### src/rtl/bits2bytes_stream.sv
// bits2bytes_stream: accepts one N_BYTES*8-bit word over a valid/ready
// handshake and emits it least-significant byte first over a byte stream.
// Optional build macro BITS2BYTES_STREAM_BACKTOBACK_EN lets a new word load
// on the same edge as the last byte of the current word, which removes the
// idle bubble between words. This adds a combinational byte_ready_i ->
// bits_ready_o path.
module bits2bytes_stream #(
  parameter int N_BYTES = 4
) (
  input  logic                 clk_i,
  input  logic                 rst_ni,
  input  logic [N_BYTES*8-1:0] bits_i,
  input  logic                 bits_valid_i,
  output logic                 bits_ready_o,
  output logic [7:0]           byte_o,
  output logic                 byte_valid_o,
  input  logic                 byte_ready_i,
  output logic                 byte_last_o,
  output logic                 busy_o
);

  localparam int WordW = N_BYTES * 8;
  localparam int IdxW  = (N_BYTES > 1) ? $clog2(N_BYTES) : 1;
  localparam logic [IdxW-1:0] LastIdx = IdxW'(N_BYTES - 1);

  if (N_BYTES < 1) begin : gen_bad_param
    $error("bits2bytes_stream: N_BYTES must be >= 1");
  end

  typedef enum logic [0:0] {StIdle, StSend} state_e;

  state_e           state_q, state_d;
  logic [WordW-1:0] sreg_q, sreg_d;
  logic [IdxW-1:0]  idx_q, idx_d;
  logic             in_xfer, out_xfer, at_last;

  assign at_last  = (idx_q == LastIdx);
  assign in_xfer  = bits_valid_i && bits_ready_o;
  assign out_xfer = byte_valid_o && byte_ready_i;

  // State, shift register and byte index; async reset discards any held word.
  always_ff @(posedge clk_i or negedge rst_ni) begin
    if (!rst_ni) begin
      state_q <= StIdle;
      sreg_q  <= '0;
      idx_q   <= '0;
    end else begin
      state_q <= state_d;
      sreg_q  <= sreg_d;
      idx_q   <= idx_d;
    end
  end

  // Next-state: load on input transfer, shift out one byte per output transfer.
  always_comb begin
    state_d = state_q;
    sreg_d  = sreg_q;
    idx_d   = idx_q;
    unique case (state_q)
      StIdle: begin
        if (in_xfer) begin
          sreg_d  = bits_i;
          idx_d   = '0;
          state_d = StSend;
        end
      end
      StSend: begin
        if (out_xfer) begin
          if (!at_last) begin
            sreg_d = sreg_q >> 8;
            idx_d  = idx_q + 1'b1;
          end else if (in_xfer) begin
            // Only reachable when back-to-back loading is enabled.
            sreg_d  = bits_i;
            idx_d   = '0;
            state_d = StSend;
          end else begin
            state_d = StIdle;
          end
        end
      end
      default: state_d = StIdle;
    endcase
  end

  // Outputs decoded from registered state; byte_o forced to zero outside SEND.
  always_comb begin
    bits_ready_o = 1'b0;
    byte_valid_o = 1'b0;
    busy_o       = 1'b0;
    byte_o       = 8'h00;
    byte_last_o  = 1'b0;
    unique case (state_q)
      StIdle: bits_ready_o = 1'b1;
      StSend: begin
        byte_valid_o = 1'b1;
        busy_o       = 1'b1;
        byte_o       = sreg_q[7:0];
        byte_last_o  = at_last;
`ifdef BITS2BYTES_STREAM_BACKTOBACK_EN
        bits_ready_o = at_last && byte_ready_i;
`else
        bits_ready_o = 1'b0;
`endif
      end
      default: ;
    endcase
  end

endmodule

### config.mk
export PLATFORM = sky130hd
export DESIGN_NAME = bits2bytes_stream
export DESIGN_NICKNAME = d
export VERILOG_FILES = /design/src/rtl/bits2bytes_stream.sv
export SDC_FILE = /design/constraint.sdc
export NUM_CORES = 1
export LEC_CHECK = 0
export BUFFER_PORTS_ARGS = -buffer_cell sky130_fd_sc_hd__buf_4
export CORE_ASPECT_RATIO = 1.2
export CORE_MARGIN = 4
export CORE_UTILIZATION = 51
export CTS_CLUSTER_DIAMETER = 120
export DETAILED_ROUTE_END_ITERATION = 8
export GPL_ROUTABILITY_DRIVEN = 0
export GPL_TIMING_DRIVEN = 0
export PLACE_DENSITY = 0.84
export SETUP_SLACK_MARGIN = 0.4
export SYNTH_ARGS = -nofsm -noshare
export SYNTH_HDL_FRONTEND = slang
export SYNTH_SLANG_ARGS = --single-unit
### constraint.sdc
create_clock -name clk_i -period 1.95 [get_ports clk_i]
set_clock_uncertainty 0.15 [all_clocks]
set_input_delay 0.39 -clock clk_i [delete_from_list [all_inputs] [get_ports clk_i]]
set_output_delay 0.39 -clock clk_i [all_outputs]
set_load 0.02 [all_outputs]
### Word-level counts from Yosys, hierarchy flattened

Index checks and enable logic that the tools add are counted.

| word-level totals | value |
|---|---|
| flip-flop bits (word level) | 35 |
| bits of input ports | 36 |
| logic and storage cells | 25 |

| cells by class | value |
|---|---|
| $add $sub $neg | 1 |
| equal/unequal tests | 2 |
| mux-type cells | 16 |
| bitwise logic cells | 1 |
| reduce and logical (&&, ||, !) cells | 2 |

Operator list:

| operator | number |
|---|---|
| two-way mux 32 bit | 3 |
| case mux 32 bit (2 select lines) | 1 |
| two-way mux 8 bit | 1 |
| two-way mux 2 bit | 3 |
| two-way mux 1 bit | 5 |
| case mux 1 bit (2 select lines) | 2 |
| case mux 2 bit (2 select lines) | 1 |
| adder 2 x 1 -> 2 bit, second input constant | 1 |
| equality test 2 bit, second input constant | 1 |
| logical AND 1 bit | 2 |
| != test 2 x 1 -> 1 bit, second input constant | 1 |
| inverter 1 bit | 1 |

### Logic depth before layout (Yosys ltp)

Gate-level depths: netlist of the first run.

| logic depth | value |
|---|---|
| depth after elaboration | 7 |
| mapped depth | 6 |

### Worst setup path before layout of the first run

Ideal clock, no wire load.

| timing path | value |
|---|---|
| path type | reg2out |
| start | register state_q |
| end | output port byte_o[6] |
| arrival | 1.175 ns |
| required time | 1.410 ns |
| slack | 0.235 ns |
| cell stages (with the launch flop) | 4 |
| path buffers | 2 |
| cell sequence | dfrtp_1 -> buf_2 -> buf_2 -> and2_1 |

| on the way | value |
|---|---|
| word-level cells in the longest chain between the ends | 1 |

RTL lines:

| what | line | source |
|---|---|---|
| start, declared | 32 | `state_e state_q, state_d;` |
| start signal, assigned | 44 | `state_q <= StIdle;` |
| start signal, assigned | 48 | `state_q <= state_d;` |
| two-way mux 8 bit | 93 | `unique case (state_q)` |
| end, declared | 15 | `output logic [7:0] byte_o,` |

Every way passes these cells.

### Worst setup path after layout of the first run

| timing path | value |
|---|---|
| start | register idx_q[0] |
| end | output port byte_last_o |

| on the way | value |
|---|---|
| word-level cells in the longest chain between the ends | 2 |

RTL lines:

| what | line | source |
|---|---|---|
| start, declared | 34 | `logic [IdxW-1:0] idx_q, idx_d;` |
| start signal, assigned | 50 | `idx_q <= idx_d;` |
| equality test 2 bit | 37 | `assign at_last = (idx_q == LastIdx);` |
| two-way mux 1 bit | 93 |  |
| end, declared | 18 | `output logic byte_last_o,` |

Every way passes these cells.

==> metrics.md, run 1 <==
| Metric | Value |
|---|---|
| Area Overhead vs Synth | `59.1%` |
| Worst VDD drop | `0.00122 V` |
| Switching pwr | `1.57 mW` |
| Post-Synth Simple-Gate Area | `0.202` |
| Chip height | `70.6 um` |
| Switching portion of total power | `0.378` |
| Antenna viol nets, final | `0` |
| Met3 wire length | `between 200 and 300 um` |
| Die area | `0.00424 mm2` |
| Iter 0 DRT Violations | `72` |
| H-tree Lvls | `2` |
| Final Routed Wirelength | `between 5 and 6 mm` |
| Seq pwr share | `0.323` |
| Cell count after synthesis | `150` |
| Internal power | `2.59 mW` |
| Metal2 WL | `between 2 and 3 mm` |
| Power Density | `1570 mW/mm2` |
| Gr usage total | `0.225` |
| # rows | `22` |
| CTS tree | `yes` |
| CORE AREA | `0.00311 mm2` |
| Area of the multi-input gates | `~940 um2` |
| Worst slew pin tran | `515 ps` |
| Slew Limit Headroom | `0.656` |
| Antenna fix cells | `0` |
| CP arrival | `1340 ps` |
| Compound-Gate Fraction of Synth Area | `0.211` |
| Worst-skew pair later-pin latency | `350 ps` |
| Drt first pass iters | `4` |
| Sequential area share after synthesis | `0.527` |
| Share of layout cells above drive strength 1 | `0.590` |
| Initial antenna violation count | `0` |
| Syn_nets | `approximately 190` |
| Post-DR wirelength/cell | `19.7 um` |
| Count of final hold-check violations | `0` |
| Highest metal used | `met4` |
| IO Count | `48` |
| Vias in the first global route | `1559` |
| Filler cells | `168` |
| IO Port Bufs | `47` |
| Critical path startpoint category | `flip-flop` |
| Kind of critical path | `reg -> out` |
| Outcome | `completed` |
| RSZ-0062 raised after global routing | `yes` |
| Post-route setup TNS | `0 ps` |
| Fin nets | `approximately 270` |
| LEAKAGE | `1.22 nW` |
| Gr ovfl total | `0` |
| CTS Buf Count | `5` |
| Syn Std Cell Area | `0.00166 mm2` |
| Number of slew-limit violations in the final report | `0` |
| Syn. warnings | `0` |
| DP HPWL | `2.92 mm` |
| Via count | `1560` |
| Place WS | `249 ps` |
| Distinct cell type count after synthesis | `24` |
| Vias/cell | `5.89` |
| Combinational power share | `0.584` |
| CP max FO | `2` |
| Maxcap violations | `0` |
| Period Utilization, post-route | `0.963` |
| Largest net degree at the start of global routing | `36` |
| CTS Buffer Depth | `2` |
| Synthesized-area fraction occupied by adder cells | `0.00752` |
| Final worst slack | `around 73 ps` |
| Setup crit end kind | `output pin` |
| XOR/XNOR share of the synthesized area | `0.00527` |
| Min Tclk post-route | `1880 ps` |
| Clock Sinks | `35` |
| Hold WC Path Type | `in -> reg` |
| First-pass GRT wire length | `7.10 mm` |
| Wire length on met1 | `1.85 mm` |
| Remaining DRCs | `0` |
| Worst EP required | `1410 ps` |
| Root buffer cell | `clkbuf_4` |
| Fmax achieved | `533 MHz` |
| Final Setup Violations | `0` |
| Largest family of logic cells by synthesized area | `compound AO/OA/AOI/OAI gates` |
| Die width | `approximately 60 um` |
| Clock share of power | `0.093` |
| Reg area | `877 um2` |
| Effective utilization at floorplan | `0.535` |
| Clock-pin slew on the worst setup and hold paths | `between 100 and 150 ps` |
| Synth Register Bits | `35` |
| Mux contribution to synthesized area | `0` |
| Post-Syn Area per Cell | `11.1 um2` |
path summary, 6_finish.rpt:
check                               start           to  slack [ps]  depth (start not counted)
worst min-delay path            bits_i[2]    sreg_q[2]         100                          3
worst max-delay path             idx_q[0]  byte_last_o          70                          3
min in group asynchronous          rst_ni      state_q         370                          2
worst max register to register   idx_q[0]   sreg_q[15]          80                          8
worst min register to register  sreg_q[2]    sreg_q[2]         370                          2
max in group asynchronous          rst_ni   sreg_q[19]         950                          2
stage by stage:
step | hold WS [ps] | cell area, um2 | instances | total power, mW | utilization
detailed placement | 213 | 2070 | 233 | 2.72 | 0.665
CTS | 89.7 | 2390 | 259 | 3.60 | 0.768
finish | 102 | 2650 | 265 | 4.16 | 0.851
global placement | 204 | 2070 | 233 | 2.64 | 0.665
floorplan | -55.6 | 1670 | 150 | 2.24 | -
global route | 94.9 | 2650 | 265 | 4.38 | 0.851
flip-flops by register name, summed over array words and instances (netlist names):
signal   flops
idx_q        2
sreg_q      32
state_q      1
timing repair:
action | CTS | global route
buffers inserted | 16 | 5
pin swaps | 7 | 24
setup endpoints to repair | 39 | 46
hold endpoints to repair | 35 | 0
cloned | 1 | 1
hold buffers | 1 | 0
resized for setup | 39 | 53
worst max-delay path, cell delays in order, from the launching register on:
cell and delay, ps:
dfrtp_1 460, ha_4 190, and2_1 190, buf_6 140
power groups by stage:
stage          Sequential (mW)  Combinational (mW)  Clock, mW
5_1_grt                   1.38                2.57      0.431
3_3_place_gp              1.25                1.39          0
6_report                  1.35                2.43      0.386
3_5_place_dp              1.27                1.46          0
4_1_cts                   1.26                1.96      0.384
2_1_floorplan             1.22                1.02          0
cells by family after synthesis:
| logic type | Yosys count |
|---|---|
| DFF | 35 |
| buffers and inverters | 13 |
| adders and majority gates | 1 |
| and+or+nand+nor | 60 |
| xor gates and xnor gates | 1 |
| AOI/OAI and AO/OA | 40 |
synthesized netlist by cell type:
cell type	instances	area share
dfrtp_1	35	0.53
nand2_1	24	0.054
nand2b_1	19	0.071
o221a_1	10	0.068
and2_1	9	0.034
o221a_2	8	0.054
buf_2	7	0.021
a22oi_1	6	0.027
a32oi_1	6	0.032
o21ai_0	6	0.018
nand3_1	3	0.0090
o21ai_1	3	0.0090
buf_4	2	0.0090
buf_6	2	0.014
a21oi_1	1	0.0030
buf_1	1	0.0023
ha_1	1	0.0075
inv_1	1	0.0023
nand2b_4	1	0.0083
nand3b_4	1	0.012
nor2_2	1	0.0038
nor2b_1	1	0.0038
nor2b_2	1	0.0053
xnor2_1	1	0.0053
routing by layer:
layer | GRT usage | vias up
met5 | 0 | -
met4 | 0.113 | 0
met3 | 0.0456 | 15
met2 | 0.379 | 69
met1 | 0.264 | 776
li1 | - | 700
area by class of cell:
| class | instances | area share |
|---|---|---|
| Multi-Input combinational cell | 102 | 0.355 |
| Timing Repair Buffer | 71 | 0.232 |
| Sequential cell | 35 | 0.331 |
| Inverter | 1 | 0.00236 |
| Tap cell | 36 | 0.0170 |
| Clock inverter | 1 | 0.00189 |
| Clock buffer | 7 | 0.0170 |
| Buffer | 12 | 0.0430 |
cells in the final DEF (no fill, tap or decap), types with 2 or more instances in the layout:
| cell | netlist | routed |
|---|---|---|
| nand2b_4 | 1 | 2 |
| nand3_2 | 0 | 3 |
| a32oi_2 | 0 | 2 |
| buf_4 | 2 | 54 |
| nor2b_4 | 0 | 2 |
| dfrtp_1 | 35 | 34 |
| and2_1 | 9 | 4 |
| o21ai_2 | 0 | 5 |
| o221a_4 | 0 | 7 |
| o21ai_1 | 3 | 4 |
| nand2b_1 | 19 | 18 |
| nand2_1 | 24 | 16 |
| a32oi_1 | 6 | 4 |
| o221a_1 | 10 | 10 |
| clkbuf_4 | 0 | 5 |
| clkbuf_1 | 0 | 2 |
| buf_6 | 2 | 26 |
| nand2_2 | 0 | 4 |
| and2_4 | 0 | 5 |
| nand2_4 | 0 | 4 |
| a22oi_2 | 0 | 6 |
(Power assumes the default switching activity.)
==> run 2: changes to the inputs <==
Settings changed: CORE_UTILIZATION 51 to 55, PLACE_DENSITY 0.84 to 0.89.
Clock period 1.95 ns to 2.2 ns, I/O delays scaled along.
==> run 2 against run 1 <==
  * Via count is 9.7% lower
  * Combinational power decreased by 38%
  * Critical path depth up 1
  * Core utilization decreased by 5.8 points
  * Critical path type unchanged
  * Largest cell class is now sequential cells
==> metrics.md, run 2 (synthesis results as in run 1) <==
| Metric | Value |
|---|---|
| Outcome | `completed (unchanged)` |
| Gr usage total | `0.232 (was 0.225)` |
| Hold WC Path Type | `in -> reg (unchanged)` |
| Kind of critical path | `reg -> out (unchanged)` |
| Post-Layout Cell Count | `249 (was 265)` |
| RSZ-0062 raised after global routing | `yes (unchanged)` |
| Post-route setup TNS | `0 ps (unchanged)` |
| Critical path startpoint category | `flip-flop (unchanged)` |
| Routing usage on met2 | `0.398 (was 0.379)` |
| CTS Buffer Depth | `2 (unchanged)` |
| Vias/cell | `5.65 (was 5.89)` |
| Worst VDD drop | `0.000901 V (was 0.00122 V)` |
| Period Utilization, post-route | `0.846` |
| Worst slew pin tran | `441 ps (was 515 ps)` |
| Met3 usage | `0.0660 (was 0.0456)` |
| GR Util met1 | `0.271 (was 0.264)` |
| Antenna fix cells | `0 (unchanged)` |
| Vias in the first global route | `1427 (was 1559)` |
| Via count | `1408 (was 1560)` |
| Antenna viol nets, final | `0 (unchanged)` |
| Tot Pwr | `2.97 mW (was 4.16 mW)` |
| Clock-pin slew on the worst setup and hold paths | `100 ps (was 120 ps)` |
| CP max FO | `5 (was 2)` |
| Setup crit end kind | `output pin (unchanged)` |
| Min Tclk post-route | `1860 ps` |
| Filler cells | `184 (was 168)` |
| CORE AREA | `0.00284 mm2 (was 0.00311 mm2)` |
| CTS tree | `yes (unchanged)` |
| Number of slew-limit violations in the final report | `0 (unchanged)` |
| Placed Instances | `231 (was 233)` |
| Effective utilization at floorplan | `0.586 (was 0.535)` |
| Clock Sinks | `35 (unchanged)` |
| H-tree Lvls | `2 (unchanged)` |
| # rows | `21 (was 22)` |
| Remaining DRCs | `0 (unchanged)` |
| Fmax achieved | `537 MHz` |
| IO Port Bufs | `47 (unchanged)` |
| Reg with most FFs | `sreg_q (unchanged)` |
| Worst EP required | `1610 ps (was 1410 ps)` |
| Root buffer cell | `clkbuf_4 (unchanged)` |
| Final Setup Violations | `0 (unchanged)` |
| Fin nets | `252 (was 265)` |
| GRT Max-Usage Layer | `met2 (unchanged)` |
| IO Count | `48 (unchanged)` |
| Maxcap violations | `0 (unchanged)` |
| Share of layout cells above drive strength 1 | `0.428 (was 0.590)` |
| Largest net degree at the start of global routing | `36 (unchanged)` |
| Iter 0 DRT Violations | `47 (was 72)` |
| Final Routed Wirelength | `3.98 mm (was 5.21 mm)` |
| Die width | `58.2 um (was 60.1 um)` |
| Post-DR wirelength/cell | `16.0 um (was 19.7 um)` |
| First-pass GRT wire length | `6.64 mm (was 7.10 mm)` |
| Chip height | `68.2 um (was 70.6 um)` |
| Die area | `0.00397 mm2 (was 0.00424 mm2)` |
| Gr ovfl total | `0 (unchanged)` |
| Worst-skew pair later-pin latency | `340 ps (was 350 ps)` |
| Power Density | `1320 mW/mm2 (was 1570 mW/mm2)` |
| Most common cell after layout, fill and taps aside | `buf_4 (unchanged)` |
| LEAKAGE | `1.03 nW (was 1.22 nW)` |
| Largest registers | `sreg_q (32), idx_q (2), state_q (1) (unchanged)` |
| CP arrival | `1270 ps (was 1340 ps)` |
| CTS Buf Count | `5 (unchanged)` |
| Slew Limit Headroom | `0.706 (was 0.656)` |
| DP HPWL | `2.81 mm (was 2.92 mm)` |
| Most frequent cells in the layout | `52 x buf_4, 34 x dfrtp_1, 24 x nand2_1 (was 54 x buf_4, 34 x dfrtp_1, 26 x buf_6)` |
| Area Overhead vs Synth | `35.3% (was 59.1%)` |
| Max FFs per register | `32 (unchanged)` |
| Drt first pass iters | `4 (unchanged)` |
| Initial antenna violation count | `0 (unchanged)` |
| Count of final hold-check violations | `0 (unchanged)` |
[run 2: cell types whose count changed in the layout (fill, tap and decap cells not counted), moves of 4 or more]
cell     delta
buf_2       +4
buf_6      -16
nand2_1     +8
o221a_2     +7
a22oi_1     +6
nand2_2     -4
o21ai_0     +6
nand2_4     -4
o221a_4     -7
a22oi_2     -6
o21ai_2     -5
[run 2: final timing paths]
kind	startpoint	to	slack [ps]	cells past startpoint
worst max-delay path	state_q	byte_o[7]	340	4
min in group asynchronous	rst_ni	idx_q[1]	430	2
worst max register to register	idx_q[0]	sreg_q[14]	500	7
worst min-delay path	bits_i[25]	sreg_q[25]	150	3
max in group asynchronous	rst_ni	state_q	1150	2
worst min register to register	sreg_q[4]	sreg_q[4]	360	2
[run 2: routing by layer]
layer  part of all wire  up-vias
met5                  0        -
met4              0.016        0
met3              0.075        8
met2               0.52       60
met1               0.39      666
li1                   -      674
[run 2: layout make-up]
type | instances | area [um2] | share of cell area
tap | 34 | 42.5 | 0.0189
buffer | 12 | 92.6 | 0.0412
multi-input combinational | 102 | 719 | 0.320
inverter | 1 | 3.75 | 0.00167
clock buffer | 6 | 51.3 | 0.0228
timing repair buffer | 58 | 458 | 0.204
sequential | 35 | 877 | 0.390
clock inverter | 1 | 5.00 | 0.00222
[run 2: where the power goes]
group          leakage (nW)  total (mW)  internal [mW]  switching [mW]
combinational         0.571        1.50          0.804           0.691
clock                0.0341       0.360          0.148           0.212
sequential            0.424        1.12          0.938           0.181
total                  1.03        2.97           1.89            1.08
[run 2: timing repair]
action / in CTS / in global routing
gates cloned: 1 / 0
endpoints found under the hold margin: 35 / 0
pin swaps: 1 / 0
hold buffers: 1 / 0
buffers inserted: 6 / 3
gates resized for setup: 14 / 3
endpoints found under the setup margin: 10 / 31
[run 2: through the flow]
stage	setup WS (ps)	area, um2	hold WS (ps)	utilization
floorplan	435	1660	-5.59	-
global placement	461	2060	251	0.725
detailed placement	435	2060	263	0.725
CTS	330	2220	136	0.782
global route	281	2250	130	0.793
finish	338	2250	147	0.793
[run 2: worst max-delay path: stages (launching register included)]
cell     delay, ps
dfrtp_2        430
buf_6          130
buf_6          120
and2_4         130
buf_6          120
==> run 3: changes to the inputs <==
Settings changed: CORE_UTILIZATION 55 to 46, PLACE_DENSITY 0.89 to 0.8.
Clock period 2.2 ns to 1.5 ns, I/O delays scaled along.
==> run 3 against run 2 <==
  * The run now ends with negative setup slack left
  * Sequential power up 55%
  * Flip-flop and latch count unchanged
  * Clock-buffer cell count unchanged
  * Clock power up 88%
  * Worst hold slack worse by 99 ps
  * Combinational power up 100%
  * Sequential share of layout area down 6.6 points
  * Register-to-register slack worse by 610 ps
  * Critical path type unchanged
  * Largest power group unchanged
==> metrics.md, run 3 (synthesis results as in run 1) <==
| Metric | Value |
|---|---|
| Outcome | `finished with violations (was completed)` |
| Failing checks | `negative setup slack` |
| Reg with most FFs | `sreg_q (unchanged)` |
| CP max FO | `5 (unchanged)` |
| Fmax achieved | `597 MHz` |
| Power Density | `2010 mW/mm2 (was 1320 mW/mm2)` |
| CTS tree | `yes (unchanged)` |
| Initial antenna violation count | `0 (unchanged)` |
| Die width | `62.9 um (was 58.2 um)` |
| IO Port Bufs | `47 (unchanged)` |
| Final core utilization | `0.790 (was 0.793)` |
| Count of final hold-check violations | `0 (unchanged)` |
| Drt first pass iters | `5 (was 4)` |
| Clock-pin slew on the worst setup and hold paths | `70 ps (was 100 ps)` |
| Root buffer cell | `clkbuf_8 (was clkbuf_4)` |
| First-pass GRT wire length | `7.98 mm (was 6.64 mm)` |
| Internal power | `3.46 mW (was 1.89 mW)` |
| CORE AREA | `0.00342 mm2 (was 0.00284 mm2)` |
| CTS Buffer Depth | `2 (unchanged)` |
| CP arrival | `1230 ps (was 1270 ps)` |
| Number of slew-limit violations in the final report | `0 (unchanged)` |
| Vias in the first global route | `1647 (was 1427)` |
| Placed Instances | `234 (was 231)` |
| H-tree Lvls | `2 (unchanged)` |
| Most frequent cells in the layout | `53 x buf_4, 34 x dfrtp_1, 22 x buf_6 (was 52 x buf_4, 34 x dfrtp_1, 24 x nand2_1)` |
| Worst slew pin tran | `435 ps (was 441 ps)` |
| RSZ-0062 raised after global routing | `yes (unchanged)` |
| Tot Pwr | `5.42 mW (was 2.97 mW)` |
| Worst EP required | `1050 ps (was 1610 ps)` |
| Clock share of power | `0.125 (was 0.121)` |
| Critical path startpoint category | `flip-flop (unchanged)` |
| Maxcap violations | `0 (unchanged)` |
| Fin Hold WS | `48.7 ps (was 147 ps)` |
| Antenna fix cells | `0 (unchanged)` |
| Final Routed Wirelength | `4.92 mm (was 3.98 mm)` |
| Worst VDD drop | `0.00102 V (was 0.000901 V)` |
| Slew Limit Headroom | `0.710 (was 0.706)` |
| Worst setup path start | `state_q (unchanged)` |
| Max FFs per register | `32 (unchanged)` |
| IO Count | `48 (unchanged)` |
| Switching pwr | `1.97 mW (was 1.08 mW)` |
| Effective utilization at floorplan | `0.486 (was 0.586)` |
| Gr usage total | `0.227 (was 0.232)` |
| HP Start | `bits_i[24] (was bits_i[25])` |
| Vias/cell | `5.58 (was 5.65)` |
| Iter 0 DRT Violations | `84 (was 47)` |
| Antenna viol nets, final | `0 (unchanged)` |
| Hold WC Path Type | `in -> reg (unchanged)` |
| Largest net degree at the start of global routing | `36 (unchanged)` |
| Combinational power share | `0.554 (was 0.503)` |
| Die area | `0.00464 mm2 (was 0.00397 mm2)` |
| Post-Layout Cell Count | `267 (was 249)` |
| Setup crit end kind | `output pin (unchanged)` |
| Largest registers | `sreg_q (32), idx_q (2), state_q (1) (unchanged)` |
| Most common cell after layout, fill and taps aside | `buf_4 (unchanged)` |
| Final Setup Violations | `32 (was 0)` |
| Kind of critical path | `reg -> out (unchanged)` |
| Fin nets | `266 (was 252)` |
| # rows | `23 (was 21)` |
| Area Overhead vs Synth | `62.7% (was 35.3%)` |
| Via count | `1491 (was 1408)` |
| Period Utilization, post-route | `1.12` |
| LEAKAGE | `1.24 nW (was 1.03 nW)` |
| Non-Filler Cell Area, Final | `0.00271 mm2 (was 0.00225 mm2)` |
| Worst-skew pair later-pin latency | `300 ps (was 340 ps)` |
| Post-DR wirelength/cell | `18.4 um (was 16.0 um)` |
| Remaining DRCs | `0 (unchanged)` |
| Switching portion of total power | `0.363 (was 0.365)` |
| Final worst slack | `-176 ps (was 338 ps)` |
| Seq pwr share | `0.321 (was 0.376)` |
| Dpl cell area | `0.00209 mm2 (was 0.00206 mm2)` |
| Min Tclk post-route | `1680 ps` |
| CTS Buf Count | `5 (unchanged)` |
| Post-route setup TNS | `-2740 ps (was 0 ps)` |
| RR Startpoint | `idx_q[1] (was idx_q[0])` |
| Place WS | `-128 ps (was 435 ps)` |
| Share of layout cells above drive strength 1 | `0.578 (was 0.428)` |
| Gr ovfl total | `0 (unchanged)` |
| Chip height | `73.9 um (was 68.2 um)` |
| Clock Sinks | `35 (unchanged)` |
| DP HPWL | `2.98 mm (was 2.81 mm)` |
-- run 3: cell count changes in the layout (fill, tap and decap cells not counted), moves of 4 or more --
cell	previous run	this run
and2_2	0	6
clkbuf_4	6	0
buf_6	10	22
o21ai_0	6	1
o221a_2	8	0
o21ai_2	0	4
nand2_2	0	5
buf_8	0	4
nand2_1	24	16
clkbuf_8	1	5
o221a_4	0	8
and2_1	7	0
-- run 3: per-layer routing --
layer / global-route usage / part of all wire / wire length, um / up-vias
li1: - / - / - / 702
met1: 0.248 / 0.38 / 1860 / 720
met2: 0.426 / 0.56 / 2750 / 63
met3: 0.0566 / 0.054 / 264 / 6
met4: 0.0809 / 0.010 / 49 / 0
met5: 0 / 0 / 0 / -
-- run 3: final cells by class --
| type | instances | area (um2) |
|---|---|---|
| inverter | 1 | 3.75 |
| sequential | 35 | 877 |
| buffer | 12 | 139 |
| clock buffer | 6 | 72.6 |
| multi-input combinational | 102 | 915 |
| timing repair buffer | 72 | 639 |
| clock inverter | 2 | 12.5 |
| tap | 37 | 46.3 |
| fill | 205 | 719 |
-- run 3: final timing paths --
check / slack (ps) / end / cells past startpoint
max: -180 / byte_o[6] / 4
min: 50 / sreg_q[24] / 3
max reg2reg: -110 / sreg_q[23] / 6
min reg2reg: 360 / sreg_q[2] / 2
max in group asynchronous: 530 / state_q / 2
min in group asynchronous: 340 / sreg_q[1] / 2
-- run 3: timing repair --
item / 4_1_cts / 5_1_grt
hold endpoints to repair: 35 / 0
cloned: 5 / 0
setup endpoints to repair: 47 / 47
hold buffers: 1 / 0
setup buffers: 15 / 4
pin swaps: 19 / 7
resized for setup: 61 / 17
-- run 3: power by group through the flow --
stage / clock [mW] / combinational, mW / sequential, mW
final: 0.678 / 3.00 / 1.74
after global routing: 0.724 / 3.21 / 1.78
after CTS: 0.675 / 2.78 / 1.69
after detailed placement: 0 / 1.94 / 1.66
after global placement: 0 / 1.86 / 1.62
after floorplan: 0 / 1.37 / 1.58
-- run 3: worst max-delay path: stages, from the launching register on --
cell and delay, ps:
dfrtp_2 430, buf_6 130, buf_6 120, and2_4 130, buf_6 120
